<file path="config.mk">
export PLATFORM = sky130hd
export DESIGN_NAME = imem_boot_loader
export DESIGN_NICKNAME = d
export VERILOG_FILES = /design/src/rtl/imem_boot_loader.sv
export SDC_FILE = /design/constraint.sdc
export NUM_CORES = 1
export LEC_CHECK = 0
export BUFFER_PORTS_ARGS = -buffer_cell sky130_fd_sc_hd__buf_2
export CORE_ASPECT_RATIO = 1.2
export CORE_MARGIN = 10
export CORE_UTILIZATION = 55
export CTS_CLUSTER_DIAMETER = 150
export DETAILED_ROUTE_END_ITERATION = 8
export PLACE_DENSITY = 0.79
export SYNTH_ARGS = -nofsm -noshare
export SYNTH_HDL_FRONTEND = slang
export SYNTH_SLANG_ARGS = --single-unit
</file>
<file path="constraint.sdc">
create_clock -name clk -period 4.88 [get_ports clk]
set_input_delay 0.488 -clock clk [delete_from_list [all_inputs] [get_ports clk]]
set_output_delay 0.488 -clock clk [all_outputs]
set_load 0.02 [all_outputs]
</file>
<file path="src/rtl/imem_boot_loader.sv">
// Boot loader: assembles a little-endian byte stream into 32-bit words, writes them to IMEM and
// holds the core in reset until the image is loaded. Define BOOT_CHECKSUM_EN for the checksum word.
module imem_boot_loader #(
  parameter int unsigned       AWIDTH    = 32,
  parameter int unsigned       IWIDTH    = 32,
  parameter logic [AWIDTH-1:0] BASE_ADDR = '0,
  parameter int unsigned       MAX_WORDS = 1024
) (
  input  logic              clk,
  input  logic              rst,
  input  logic [7:0]        rx_data,
  input  logic              rx_valid,
  output logic              rx_ready,
  output logic              ILoad,
  output logic [AWIDTH-1:0] IAddr,
  output logic [IWIDTH-1:0] instW,
  output logic              core_rst,
  output logic              boot_done,
  output logic              boot_err
);

  localparam int unsigned IdxW = ($clog2(MAX_WORDS + 1) > 11) ? $clog2(MAX_WORDS + 1) : 11;

`ifdef BOOT_CHECKSUM_EN
  typedef enum logic [2:0] {StHdr, StLoad, StCsum, StDone, StErr} state_e;
`else
  typedef enum logic [2:0] {StHdr, StLoad, StFlush, StDone, StErr} state_e;
`endif

  state_e              r_state;
  logic [1:0]          r_lane;
  logic [IdxW-1:0]     r_idx;
  logic [IdxW-1:0]     r_count;
  logic [23:0]         r_asm;
  logic                r_rx_ready;
  logic                r_iload;
  logic [AWIDTH-1:0]   r_iaddr;
  logic [IWIDTH-1:0]   r_instw;
  logic                r_core_rst;
  logic                r_boot_done;
  logic                r_boot_err;
`ifdef BOOT_CHECKSUM_EN
  logic [31:0]         r_sum;
`endif

  logic                w_acc;
  logic [31:0]         w_word;
  logic [AWIDTH-1:0]   w_iaddr;
  logic                w_last;
  logic                w_oversize;

  // The incoming byte is the top byte of the word completed on lane 3.
  assign w_acc      = rx_valid && r_rx_ready;
  assign w_word     = {rx_data, r_asm};
  assign w_iaddr    = BASE_ADDR + AWIDTH'({r_idx, 2'b00});
  assign w_last     = (r_idx + IdxW'(1)) == r_count;
  assign w_oversize = w_word > 32'(MAX_WORDS);

  always_ff @(posedge clk) begin
    if (!rst) begin
      r_state     <= StHdr;
      r_lane      <= '0;
      r_idx       <= '0;
      r_count     <= '0;
      r_asm       <= '0;
      r_rx_ready  <= 1'b0;
      r_iload     <= 1'b0;
      r_iaddr     <= BASE_ADDR;
      r_instw     <= '0;
      r_core_rst  <= 1'b1;
      r_boot_done <= 1'b0;
      r_boot_err  <= 1'b0;
`ifdef BOOT_CHECKSUM_EN
      r_sum       <= '0;
`endif
    end else begin
      r_iload <= 1'b0;
      case (r_state)
        StHdr: begin
          r_rx_ready <= 1'b1;
          if (w_acc) begin
            r_lane <= r_lane + 2'd1;
            r_asm  <= w_word[31:8];
            if (r_lane == 2'd3) begin
              r_count <= w_word[IdxW-1:0];
              r_idx   <= '0;
              if (w_oversize) begin
                r_state    <= StErr;
                r_rx_ready <= 1'b0;
                r_boot_err <= 1'b1;
              end else if (w_word == 32'd0) begin
`ifdef BOOT_CHECKSUM_EN
                r_state     <= StCsum;
`else
                r_state     <= StDone;
                r_rx_ready  <= 1'b0;
                r_core_rst  <= 1'b0;
                r_boot_done <= 1'b1;
`endif
              end else begin
                r_state <= StLoad;
              end
            end
          end
        end
        StLoad: begin
          if (w_acc) begin
            r_lane <= r_lane + 2'd1;
            r_asm  <= w_word[31:8];
            if (r_lane == 2'd3) begin
              r_iload <= 1'b1;
              r_iaddr <= w_iaddr;
              r_instw <= IWIDTH'(w_word);
              r_idx   <= r_idx + IdxW'(1);
`ifdef BOOT_CHECKSUM_EN
              r_sum   <= r_sum + w_word;
              if (w_last) r_state <= StCsum;
`else
              // Release the core one cycle after the final write pulse.
              if (w_last) begin
                r_state    <= StFlush;
                r_rx_ready <= 1'b0;
              end
`endif
            end
          end
        end
`ifdef BOOT_CHECKSUM_EN
        StCsum: begin
          if (w_acc) begin
            r_lane <= r_lane + 2'd1;
            r_asm  <= w_word[31:8];
            if (r_lane == 2'd3) begin
              r_rx_ready <= 1'b0;
              if (w_word == r_sum) begin
                r_state     <= StDone;
                r_core_rst  <= 1'b0;
                r_boot_done <= 1'b1;
              end else begin
                r_state    <= StErr;
                r_boot_err <= 1'b1;
              end
            end
          end
        end
`else
        StFlush: begin
          r_state     <= StDone;
          r_core_rst  <= 1'b0;
          r_boot_done <= 1'b1;
        end
`endif
        default: ;
      endcase
    end
  end

  assign rx_ready  = r_rx_ready;
  assign ILoad     = r_iload;
  assign IAddr     = r_iaddr;
  assign instW     = r_instw;
  assign core_rst  = r_core_rst;
  assign boot_done = r_boot_done;
  assign boot_err  = r_boot_err;

endmodule

</file>
==> metrics.yaml <==
power_and_ir_drop:
  power.total_w: 0.00136
  clockPowerShare_pct: 35.1
  p_seq_share_pct: 60.3
  p_per_area_nw_per_um2: 286
  p_int_w: 0.00104
  p_sw_w: 0.000314
  max-vdd-ir-drop_mv: 0.164
  swShare_pct: 23.1
  power_frac_comb_pct: 4.6
  leakage_nw: 1.74
synth:
  synth_area_um2: 4370
  synth_simple_gate_area_share_pct: 23.2
  seq_area_frac_synth_pct: 45.4
  synth_area_leaders: "dfxtp_1 45%, nand2_1 15%, a21boi_0 13%, buf_4 3.8%, xnor2_1 2.0%"
  netlist-cell-type-count: 51
  muxShareOfSynthArea_pct: 0.258
  synthXorXnorAreaFrac_pct: 2.41
  syn_inst: 533
  syn-mean-instance-area_um2: 8.19
  synth_compound_area_share_pct: 21.0
  synth_top_area_share_pct: 45.4
  synth-edff-count: 0
  async_flop_share_pct: 0
  synthAdderAreaFrac_pct: 0.573
  yosysWarnings: 0
  synth_top_area_cell: "dfxtp_1"
  synth_top_family_by_area: "simple AND/OR/NAND/NOR gates"
  synth_top_flop_cell: "dfxtp_1"
  synth_seq_cells: 99
final_layout:
  mostFrequentLayoutCell: "nand2_1"
  most-common-layout-cells: "175 x nand2_1, 99 x dfxtp_1, 74 x a21boi_0"
  drive_above_1_share_pct: 14.2
  diodes: 0
  nNetsFinal: 585
  area_delta_synth_final_pct: 8.97
clock_network:
  cts.path.max_buffers: 2
  insertion_delay_ps: 350
  path_clk_slew_ps: 90
  post-cts-setup-buffers: 0
  cts_resized: 0
  tritoncts: "built"
  postCtsHoldBufs: 0
  cts-buffers-inserted: 9
  cts.sinks: 99
  clock-root-buffer: "clkbuf_8"
  htreeDepth: 3
worst_setup_path:
  worst_setup_path_end_kind: "flip-flop"
  reg2reg_slack_ps: 2390
  r2r_start: "r_idx[0]"
  path_class: "flip-flop to flip-flop"
  crit_fanout: 8
  start_kind: "flip-flop"
  reg2regPathDepth: 7
  reg2reg_to: "r_state[0]"
  cp.arrival_ps: 2700
  required_ps: 5080
timing:
  fin_crit_ps: 2490
  setup_tns_ps: 0
  tightest_slew_ps: 983
  fin_crit_sh_pct: 51.1
  relSlewSlack_pct: 34.3
  finClkSkew_ps: 7.53
  max_freq_ghz: 0.401
  setup_viol_count_final: 0
  hold_viol: 0
  maxSlewViolCount: 0
  rsz0062_at_grt: "false"
detailed_routing:
  drc: 0
  wl_per_cell_um: 14.8
  firstDrtPassIters: 4
  finalWirelength_um: 9900
  antenna_left: 0
  routed_via_density: 5.35
  via_count: 3575
  drt_iter0_markers: 202
grt:
  grtUsageTotal_pct: 16.5
  grt_overflow: 0
  grt_pass1_vias: 3460
  grt_max_degree: 95
  grt_pass1_wl_um: 16600
  grt_antenna_before_repair: 0
job:
  cap_viol_max_count: 0
floorplanning:
  initial_utilization_pct: 56.6
  die_w_um: 101
  rows: 35
  fp.dieArea_um2: 11900
  core_um2: 7710
  die_h_um: 118
  pin_count: 80
min_path:
  hold_end: "r_asm[17]"
  min_path_cells: 3
  min_from: "rx_data[1]"
  min_path_type: "input pin to flip-flop"
placed_design:
  gp_congestion: 0.877
  dp_hpwl_um: 7090
  portBuffers: 58
run_status:
  status: "complete, no violations"
per-stage QoR:
| step | hold WS, ps | area [um2] | setup slack (ps) | util, % | instances |
|---|---|---|---|---|---|
| finish | 411 | 4760 | 2390 | 61.7 | 668 |
| global route | 391 | 4760 | 2220 | 61.7 | 668 |
| CTS | 387 | 4760 | 2430 | 61.7 | 668 |
| detailed placement | 450 | 4580 | 2420 | 59.4 | 653 |
| global placement | 441 | 4580 | 2540 | 59.4 | 653 |
| floorplan | 447 | 4440 | 2960 | - | 553 |
registers in the layout, summed over array words and instances (netlist names):
name / cells
rx_ready: 1
boot_done: 1
r_count: 11
r_idx: 11
r_state: 3
instW: 32
boot_err: 1
core_rst: 1
r_lane: 2
ILoad: 1
IAddr: 11
r_asm: 24
kinds of logic (layout without fill, tap and decap cells):
logic type | count (synthesis) | after routing
other | 1 | 21
AOI/OAI and AO/OA | 127 | 127
DFF | 99 | 99
xor gates and xnor gates | 12 | 12
muxes | 1 | 1
adders and majority gates | 2 | 2
buffers and inverters | 58 | 81
and+or+nand+nor | 233 | 233
worst max path at each step:
stage,start,end,cells past startpoint
after floorplan,r_idx[0],r_state[0],7
after global placement,r_idx[0],r_state[0],7
after detailed placement,r_idx[0],r_state[0],7
after CTS,r_idx[0],r_state[0],7
after global routing,r_idx[0],r_state[0],7
final,r_idx[0],r_state[0],7
power by group through the flow:
stage	registers (W)	logic [W]	clock network, W
floorplan	0.000837	0.0000602	0
global placement	0.000839	0.0000605	0
detailed placement	0.000839	0.0000613	0
CTS	0.000820	0.0000615	0.000494
global route	0.000821	0.0000682	0.000525
finish	0.000820	0.0000620	0.000478
metal layers:
metal,GRT usage (%),share of wire (%)
met4,5.58,0.98
met2,28.1,53
met1,19.5,41
met5,0,0
met3,3.93,5.1
cell usage after synthesis, types with 3 or more instances:
| cell | n |
|---|---|
| nand2_1 | 175 |
| dfxtp_1 | 99 |
| a21boi_0 | 74 |
| clkbuf_1 | 23 |
| buf_4 | 22 |
| o21ai_0 | 12 |
| xnor2_1 | 10 |
| a21oi_1 | 9 |
| nand3_1 | 8 |
| nor2_1 | 8 |
| nor4_1 | 8 |
| a21boi_1 | 7 |
| nor3_1 | 7 |
| and2_1 | 6 |
| buf_2 | 5 |
| nor2b_1 | 5 |
| inv_1 | 4 |
| o21a_1 | 4 |
| and3_1 | 3 |
| buf_1 | 3 |
| nand2b_1 | 3 |
| o21ai_1 | 3 |
critical path, cell delays in order (launching register included):
cell and delay, ps:
dfxtp_1 470, ha_1 320, and3_1 310, nand3_1 170
xnor2_1 210, o2111ai_1 170, nor4_1 540, a211oi_1 160
cell type report:
cell class | count | area (um2)
clock buffer | 12 | 155
multi-input combinational | 396 | 2150
tap | 92 | 115
clock inverter | 3 | 21.3
fill | 711 | 2950
sequential | 99 | 1980
timing repair buffer | 61 | 313
inverter | 5 | 18.8
(Power assumes the default switching activity.)
